--- src/rtl/aes_pkg.sv ---
// Shared AES-128 tables: forward S-box, round constants and the 128-bit key type.
package aes_pkg;

    typedef logic [127:0] aes_key_t;

    localparam logic [7:0] SBOX [256] = '{
        8'h63, 8'h7c, 8'h77, 8'h7b, 8'hf2, 8'h6b, 8'h6f, 8'hc5, 8'h30, 8'h01, 8'h67, 8'h2b, 8'hfe, 8'hd7, 8'hab, 8'h76,
        8'hca, 8'h82, 8'hc9, 8'h7d, 8'hfa, 8'h59, 8'h47, 8'hf0, 8'had, 8'hd4, 8'ha2, 8'haf, 8'h9c, 8'ha4, 8'h72, 8'hc0,
        8'hb7, 8'hfd, 8'h93, 8'h26, 8'h36, 8'h3f, 8'hf7, 8'hcc, 8'h34, 8'ha5, 8'he5, 8'hf1, 8'h71, 8'hd8, 8'h31, 8'h15,
        8'h04, 8'hc7, 8'h23, 8'hc3, 8'h18, 8'h96, 8'h05, 8'h9a, 8'h07, 8'h12, 8'h80, 8'he2, 8'heb, 8'h27, 8'hb2, 8'h75,
        8'h09, 8'h83, 8'h2c, 8'h1a, 8'h1b, 8'h6e, 8'h5a, 8'ha0, 8'h52, 8'h3b, 8'hd6, 8'hb3, 8'h29, 8'he3, 8'h2f, 8'h84,
        8'h53, 8'hd1, 8'h00, 8'hed, 8'h20, 8'hfc, 8'hb1, 8'h5b, 8'h6a, 8'hcb, 8'hbe, 8'h39, 8'h4a, 8'h4c, 8'h58, 8'hcf,
        8'hd0, 8'hef, 8'haa, 8'hfb, 8'h43, 8'h4d, 8'h33, 8'h85, 8'h45, 8'hf9, 8'h02, 8'h7f, 8'h50, 8'h3c, 8'h9f, 8'ha8,
        8'h51, 8'ha3, 8'h40, 8'h8f, 8'h92, 8'h9d, 8'h38, 8'hf5, 8'hbc, 8'hb6, 8'hda, 8'h21, 8'h10, 8'hff, 8'hf3, 8'hd2,
        8'hcd, 8'h0c, 8'h13, 8'hec, 8'h5f, 8'h97, 8'h44, 8'h17, 8'hc4, 8'ha7, 8'h7e, 8'h3d, 8'h64, 8'h5d, 8'h19, 8'h73,
        8'h60, 8'h81, 8'h4f, 8'hdc, 8'h22, 8'h2a, 8'h90, 8'h88, 8'h46, 8'hee, 8'hb8, 8'h14, 8'hde, 8'h5e, 8'h0b, 8'hdb,
        8'he0, 8'h32, 8'h3a, 8'h0a, 8'h49, 8'h06, 8'h24, 8'h5c, 8'hc2, 8'hd3, 8'hac, 8'h62, 8'h91, 8'h95, 8'he4, 8'h79,
        8'he7, 8'hc8, 8'h37, 8'h6d, 8'h8d, 8'hd5, 8'h4e, 8'ha9, 8'h6c, 8'h56, 8'hf4, 8'hea, 8'h65, 8'h7a, 8'hae, 8'h08,
        8'hba, 8'h78, 8'h25, 8'h2e, 8'h1c, 8'ha6, 8'hb4, 8'hc6, 8'he8, 8'hdd, 8'h74, 8'h1f, 8'h4b, 8'hbd, 8'h8b, 8'h8a,
        8'h70, 8'h3e, 8'hb5, 8'h66, 8'h48, 8'h03, 8'hf6, 8'h0e, 8'h61, 8'h35, 8'h57, 8'hb9, 8'h86, 8'hc1, 8'h1d, 8'h9e,
        8'he1, 8'hf8, 8'h98, 8'h11, 8'h69, 8'hd9, 8'h8e, 8'h94, 8'h9b, 8'h1e, 8'h87, 8'he9, 8'hce, 8'h55, 8'h28, 8'hdf,
        8'h8c, 8'ha1, 8'h89, 8'h0d, 8'hbf, 8'he6, 8'h42, 8'h68, 8'h41, 8'h99, 8'h2d, 8'h0f, 8'hb0, 8'h54, 8'hbb, 8'h16
    };

    // Index = round number; entries outside 1..10 are never used for a real round.
    localparam logic [7:0] RCON [16] = '{
        8'h00, 8'h01, 8'h02, 8'h04, 8'h08, 8'h10, 8'h20, 8'h40,
        8'h80, 8'h1b, 8'h36, 8'h00, 8'h00, 8'h00, 8'h00, 8'h00
    };

    function automatic logic [31:0] sub_word(input logic [31:0] w);
        return {SBOX[w[31:24]], SBOX[w[23:16]], SBOX[w[15:8]], SBOX[w[7:0]]};
    endfunction

endpackage

--- src/rtl/aes_key_expansion_key_single_round.sv ---
// One AES-128 key-schedule step with registered output; holds its result until re-enabled.
module key_single_round
    import aes_pkg::*;
(
    input  logic         clk_i,
    input  logic         rst_ni,
    input  logic         clk_en_i,
    input  logic [7:0]   rcon,
    input  logic [31:0]  iv,
    input  logic [127:0] key_i,
    output logic [127:0] key_o,
    output logic         key_valid_o
);

    aes_key_t    key_d, key_q;
    logic        valid_d, valid_q;
    logic [31:0] w4, w5, w6, w7;

    always_comb begin
        w4 = key_i[127:96] ^ sub_word({iv[23:0], iv[31:24]}) ^ {rcon, 24'h0};
        w5 = key_i[95:64] ^ w4;
        w6 = key_i[63:32] ^ w5;
        w7 = key_i[31:0]  ^ w6;
        key_d   = key_q;
        valid_d = valid_q;
        if (clk_en_i) begin
            key_d   = {w4, w5, w6, w7};
            valid_d = 1'b1;
        end
    end

    always_ff @(posedge clk_i or negedge rst_ni) begin
        if (!rst_ni) begin
            key_q   <= '0;
            valid_q <= 1'b0;
        end else begin
            key_q   <= key_d;
            valid_q <= valid_d;
        end
    end

    assign key_o       = key_q;
    assign key_valid_o = valid_q;

endmodule

--- src/rtl/aes_key_expansion.sv ---
// Iterative AES-128 key expansion reusing one key_single_round across all ten rounds.
// Define AES_KEY_EXP_ASSERT_EN to compile in the done-ordering / key-stability assertions.
module aes_key_expansion
    import aes_pkg::*;
(
    input  logic         clk_i,
    input  logic         rst_ni,
    input  logic         begin_key_gen_i,
    input  logic [127:0] initial_key,
    output logic [127:0] round_keys      [0:10],
    output logic         round_keys_done [0:10]
);

    localparam logic [3:0] RND_FIRST = 4'd1;
    localparam logic [3:0] RND_LAST  = 4'd10;
    localparam logic [3:0] RND_IDLE  = 4'd11;

    logic [3:0]  rnd_d, rnd_q;
    aes_key_t    key0_d, key0_q;
    aes_key_t    arch_d [1:10];
    aes_key_t    arch_q [1:10];
    logic [10:0] done_d, done_q;

    logic        step_en;
    aes_key_t    step_key;
    aes_key_t    new_key;
    logic        new_valid;

    // Round r chains from the round r-1 result still sitting in the step register.
    assign step_en  = !begin_key_gen_i && (rnd_q >= RND_FIRST) && (rnd_q <= RND_LAST);
    assign step_key = (rnd_q == RND_FIRST) ? key0_q : new_key;

    key_single_round u_round (
        .clk_i       (clk_i),
        .rst_ni      (rst_ni),
        .clk_en_i    (step_en),
        .rcon        (RCON[rnd_q]),
        .iv          (step_key[31:0]),
        .key_i       (step_key),
        .key_o       (new_key),
        .key_valid_o (new_valid)
    );

    always_comb begin
        rnd_d  = rnd_q;
        key0_d = key0_q;
        arch_d = arch_q;
        done_d = done_q;
        // The newest key lives in the step register; archive it one edge later.
        for (int unsigned i = 1; i <= 10; i++) begin
            if (32'(rnd_q) == i + 1) begin
                arch_d[i] = new_key;
            end
        end
        if (begin_key_gen_i) begin
            key0_d = initial_key;
            done_d = 11'b000_0000_0001;
            rnd_d  = RND_FIRST;
        end else if (step_en) begin
            done_d[rnd_q] = 1'b1;
            rnd_d         = rnd_q + 4'd1;
        end
    end

    always_ff @(posedge clk_i or negedge rst_ni) begin
        if (!rst_ni) begin
            rnd_q  <= RND_IDLE;
            key0_q <= '0;
            done_q <= '0;
            for (int unsigned i = 1; i <= 10; i++) begin
                arch_q[i] <= '0;
            end
        end else begin
            rnd_q  <= rnd_d;
            key0_q <= key0_d;
            done_q <= done_d;
            arch_q <= arch_d;
        end
    end

    always_comb begin
        round_keys[0]      = key0_q;
        round_keys_done[0] = done_q[0];
        for (int unsigned i = 1; i <= 10; i++) begin
            round_keys[i]      = (new_valid && 32'(rnd_q) == i + 1) ? new_key : arch_q[i];
            round_keys_done[i] = done_q[i];
        end
    end

`ifdef AES_KEY_EXP_ASSERT_EN
    for (genvar i = 0; i <= 10; i++) begin : g_chk
        a_stable: assert property (@(posedge clk_i) disable iff (!rst_ni)
            (done_q[i] && !begin_key_gen_i) |=> $stable(round_keys[i]));
        if (i > 0) begin : g_order
            a_implies: assert property (@(posedge clk_i) disable iff (!rst_ni)
                done_q[i] |-> done_q[i-1]);
            a_rise: assert property (@(posedge clk_i) disable iff (!rst_ni)
                $rose(done_q[i]) |-> $past(done_q[i-1]));
        end
    end
`else
`endif

endmodule

--- config.mk ---
export PLATFORM = sky130hd
export DESIGN_NAME = aes_key_expansion
export DESIGN_NICKNAME = d
export VERILOG_FILES = /design/src/rtl/aes_pkg.sv /design/src/rtl/aes_key_expansion_key_single_round.sv /design/src/rtl/aes_key_expansion.sv
export SDC_FILE = /design/constraint.sdc
export NUM_CORES = 2
export LEC_CHECK = 0
export CAP_MARGIN = 25
export CELL_PAD_IN_SITES_DETAIL_PLACEMENT = 1
export CELL_PAD_IN_SITES_GLOBAL_PLACEMENT = 1
export CORE_AREA = 2 2 602 604
export CTS_BUF_LIST = sky130_fd_sc_hd__clkbuf_8
export DETAILED_ROUTE_END_ITERATION = 7
export DIE_AREA = 0 0 604 606
export GPL_TIMING_DRIVEN = 1
export PLACE_DENSITY_LB_ADDON = 0.1
export SYNTH_ARGS = -nofsm -noshare
export SYNTH_HDL_FRONTEND = slang
export SYNTH_SLANG_ARGS = --single-unit
--- constraint.sdc ---
create_clock -name clk_i -period 13.6 [get_ports clk_i]
set_clock_uncertainty 0.15 [all_clocks]
set_input_delay 2.72 -clock clk_i [delete_from_list [all_inputs] [get_ports clk_i]]
set_output_delay 2.72 -clock clk_i [all_outputs]
set_load 0.01 [all_outputs]
# == Yosys cells after proc, flatten, opt, wreduce, memory -nomap -nowiden ==
# Memory sizes are Yosys's and may differ from the RTL's.
# Index checks and enable logic that the tools add are counted.
# word_totals
ff_bits,1552
romBits,8320
output_inout_bits,1419
word_cells,94
memories,5
# classes
n_addsub,1
magnitude_cmp,9
eq_ne,11
mux,27
bitwise_logic,11
reduce_logical,15
# memory_table
memory,depth,word_bits,read_ports,rd_clocked_by_memory_dff,wr,line_no,source
(name not given),256,8,1,0,0,aes_pkg.sv:32,"return {SBOX[w[31:24]], SBOX[w[23:16]], SBOX[w[15:8]], SBOX[w[7:0]]};"
(name not given),256,8,1,0,0,aes_pkg.sv:32,
(name not given),256,8,1,0,0,aes_pkg.sv:32,
(name not given),256,8,1,0,0,aes_pkg.sv:32,
(name not given),16,8,1,0,0,aes_key_expansion.sv:37,".rcon (RCON[rnd_q]),"
# op_table
operator,count
128-bit two-way mux,11
32-bit XOR,5
8-bit two-way mux,10
"9-bit >= comparator, second input constant",4
8-bit inverter with 9-bit output,4
11-bit two-way mux,2
"4-bit by 3-bit equality test with 1-bit output, second input constant",4
"4-bit equality test, second input constant",4
1-bit logical AND,13
11-bit OR,1
"4-bit by 2-bit equality test with 1-bit output, second input constant",2
"4-bit by 1-bit >= comparator with 1-bit output, second input constant",2
4-bit two-way mux,2
"5-bit >= comparator, second input constant",1
"4-bit by 5-bit < comparator with 1-bit output, second input constant",1
4-bit inverter with 5-bit output,1
"4-bit by 1-bit adder with 4-bit output, second input constant",1
1-bit demux with 4-bit select,1
"4-bit by 1-bit equality test with 1-bit output, second input constant",1
"4-bit less-or-equal comparator, second input constant",1
2-bit nonzero test,1
1-bit zero test,1
1-bit two-way mux,1

# == Logic depth before layout (Yosys ltp) ==
# depth
ltp_word,11
ltp_mapped,21
depth_no_buf,17

# == By module ==
# A second synthesis with hierarchy kept.
# unflattened
cells_unflattened,7972
hier_area_um2,92217.2
# modules_own_cells
module,n_inst,cells_per_inst,area_each_um2,seq_area_each_um2
aes_key_expansion,1,5164,70941.8,35612.9
key_single_round,1,2808,21275.4,3228.1

# == Worst setup path after synthesis ==
# No wires, ideal clock.
# synth_timing
path_kind,reg-to-output
start,register rnd_q[3]
end,output round_keys[637] (netlist name)
t_arrival_ns,2.544
t_required_ns,10.730
path_slack_ns,8.186
path_stages_with_launch,9
n_path_buf,5
path_cell_list,dfstp_2 > clkbuf_1 > clkbuf_1 > nor2_1 > clkbuf_1 > nand3_1 > clkbuf_1 > buf_1 > mux2_2
# synth_rtl
element,line_no,source
start: declaration,aes_key_expansion.sv:18,"logic [3:0] rnd_d, rnd_q;"
start signal: assignment,aes_key_expansion.sv:74,rnd_q <= rnd_d;
end: declaration,aes_key_expansion.sv:10,"output logic [127:0] round_keys [0:10],"

==> flow_summary.json <==
{
  "status": "finished with violations",
  "violations": "max-slew violations",
  "async_reset_ff_share_pct": 100,
  "grt_pass1_vias": 83479,
  "hold_violations": 0,
  "numClockSinks": 1552,
  "syn_nets": 8922,
  "worstPathRequired_ps": 10730,
  "synth_area_leaders": "dfrtp_1 (42%), mux2_2 (30%), o21ai_0 (3.2%)",
  "routed-wl-met3_um": 35700,
  "synth_edf_count": 0,
  "synth_top_area_cell": "dfrtp_1",
  "dpl_cell_area_mm2": 0.114,
  "setup_viol": 0,
  "antenna_left": 0,
  "slew_violations": 10,
  "drtPass1Iterations": 5,
  "maxCapViolCount": 0,
  "fin_util_pct": 33.5,
  "start_kind": "flop",
  "grt_pass1_wl_um": 768000,
  "rsz0062_at_grt": "false",
  "antenna_found_initial": 39,
  "crit_chain": "inv_1 > nor2_2 > buf_4 > nand3_4 > buf_12 > o21ai_0 > clkdlybuf4s50_1",
  "r2r_slack_ps": 5980,
  "fin_tns_setup_ps": 0,
  "viasPerCell": 5.40,
  "initial_core_util_pct": 25.9,
  "r2r-end": "u_round.key_o[41]",
  "ys_ff_latch": 1552,
  "layout_commonest_cell": "mux2_2",
  "r2r_start": "rnd_q[1]",
  "hp-class": "flop to flop",
  "crit_path_end_kind": "output port",
  "portBuffers": 1549,
  "met1_length_um": 233000,
  "yosysTopAreaCellShare_pct": 41.6,
  "cts.path.max_buffers": 4,
  "clock_latency_ps": 1080,
  "clock_tree.root_cell": "clkbuf_8",
  "post_cts_buffers": 0,
  "min_to": "arch_q[210]",
  "synth.avg_cell_area_um2": 10.7,
  "max_slew_margin_pct": -0.254,
  "hold_path_depth": 2,
  "crit_slowest_cell": "clkdlybuf4s50_1",
  "die_x_um": 604,
  "ys_seq_area_share_pct": 41.7,
  "cp.arrival_ps": 5600,
  "critical_path_peak_fanout": 111,
  "wl_met2_um": 273000,
  "path_buf_inv": 4,
  "area_growth_pct": 29.5,
  "cts_tree": "done",
  "ctsResizeCount": 0,
  "slowest_delay_ps": 980,
  "critical_path.top_delay_family": "buffers and inverters",
  "hold_path_startpoint": "arch_q[210]",
  "cts.clk_slew.worst_paths_ps": 60,
  "fin_crit_sh_pct": 62.3,
  "first_iter_violations": 5988,
  "ys_dominant_reg_cell": "dfrtp_1",
  "final_cell_mix": "mux2_2 (2444), clkdlybuf4s50_1 (1547), dfrtp_1 (1532), nand2_1 (752), o21ai_0 (595)",
  "final_cell_area_mm2": 0.121,
  "grt_max_degree": 146,
  "dieArea_mm2": 0.366,
  "hpwlAfterDp_um": 410000,
  "syn_inst": 8735,
  "gp_congestion": 0.926,
  "die_h_um": 606,
  "num_io_pins": 1550,
  "post_synth_num_cell_types": 111,
  "period_minus_slack_ps": 8470,
  "syn-cell-area_mm2": 0.0933,
  "routed_wl_um": 570000,
  "layout-drive-gt1-share_pct": 33.4,
  "rows": 221,
  "path_class": "flop to output port",
  "grt_usage_pct": 30.1,
  "vias": 81122,
  "coreArea_mm2": 0.360,
  "critPathLaunch": "rnd_q[2]",
  "h-tree-depth": 5,
  "nets": 10158,
  "route.detailed.drc": 0,
  "cts_inserted_buffers": 320,
  "dr.max_layer_used": "met5",
  "yosys_warnings": 0,
  "worst_slew_pin_slew_ps": 1500,
  "fmax_mhz": 118,
  "wl_per_cell_um": 38.0,
  "ctsHoldBuffers": 0,
  "r2r.worst_path.cells": 16,
  "grt.overflow.total": 0
}
## final cells by class
class	instances	area, um^2
inverter	63	236
sequential	1552	38900
clock buffer	391	5380
tap	4794	6000
antenna	18	45.0
timing repair buffer	1906	18700
multi-input combinational	6128	50600
clock inverter	158	906
fill	39459	240000
## cells by family (layout without fill, tap and decap cells)
logic type | after synthesis | count (layout) | share of synthesized area (%)
compound gates | 1755 | 1755 | 12.3
xor+xnor | 187 | 187 | 1.96
buf+inv | 1055 | 2518 | 4.56
other cells | 0 | 18 | 0
mux | 2611 | 2611 | 31.5
flops | 1552 | 1552 | 41.7
fa+ha+maj | 56 | 56 | 0.751
simple gates | 1519 | 1519 | 7.28
## layer usage
| layer | track usage, % | vias up |
|---|---|---|
| met4 | 12.8 | 16 |
| met1 | 37.0 | 43276 |
| met5 | 0 | - |
| met2 | 50.8 | 2822 |
| li1 | - | 34236 |
| met3 | 6.40 | 772 |
## stage by stage
| step | worst slack [ps] | hold WS [ps] | cells |
|---|---|---|---|
| 3_5_place_dp | 6220 | 320 | 14435 |
| 5_1_grt | 4980 | 350 | 14994 |
| 3_3_place_gp | 5840 | 312 | 14405 |
| 4_1_cts | 5080 | 331 | 14984 |
| 6_report | 5130 | 328 | 15010 |
| 2_1_floorplan | 8190 | 294 | 8735 |
## sequential cells by signal, indices dropped and copies added, names as in the netlist
register,flops
arch_q,1280
rnd_q,4
key0_q,128
done_q,11
u_round.key_valid_o,1
u_round.key_o,128
## worst reg2reg max path: stages (launching register included)
cell and delay (ps):
dfstp_2 570, inv_1 80, ha_1 330, or3b_4 710, buf_4 630, buf_4 400, buf_4 580, mux2_2 650
nor2_1 350, a2111oi_1 120, a2111oi_1 930, a211oi_2 320, mux2i_4 290, xnor2_2 150, xnor2_1 870, o21ai_0 220
a2bb2oi_1 180
## synth_stat cells (all sizes together), types with 17 or more instances
library cell  number
a2111oi           32
a211o             22
a211oi           119
a21o              22
a21oi            296
a221oi            63
a22oi             22
a311o             17
a311oi            37
a31oi             72
a32oi             22
and2              19
and3              21
buf              199
clkbuf           793
dfrtp           1549
ha                56
inv               58
mux2            2448
mux2i            158
nand2            762
nand2b            66
nand3             93
nand4             21
nor2             286
nor2b             58
nor3              96
nor3b             28
o2111ai           24
o211ai           103
o21ai            637
o221ai            37
o22ai             34
o311ai            37
o31ai             19
xnor2            129
xor2              54
## worst max-delay path by stage
| stage | endpoint | slack (ps) | cells after the start |
|---|---|---|---|
| global route | round_keys[1063] | 4980 | 7 |
| floorplan | round_keys[637] | 8190 | 8 |
| CTS | round_keys[1050] | 5080 | 7 |
| global placement | u_round.key_o[17] | 5840 | 19 |
| detailed placement | u_round.key_o[41] | 6220 | 16 |
| finish | round_keys[833] | 5130 | 7 |
Power is not shown: default switching activity piles up to over one toggle a cycle in this logic, so the estimate is an artifact.
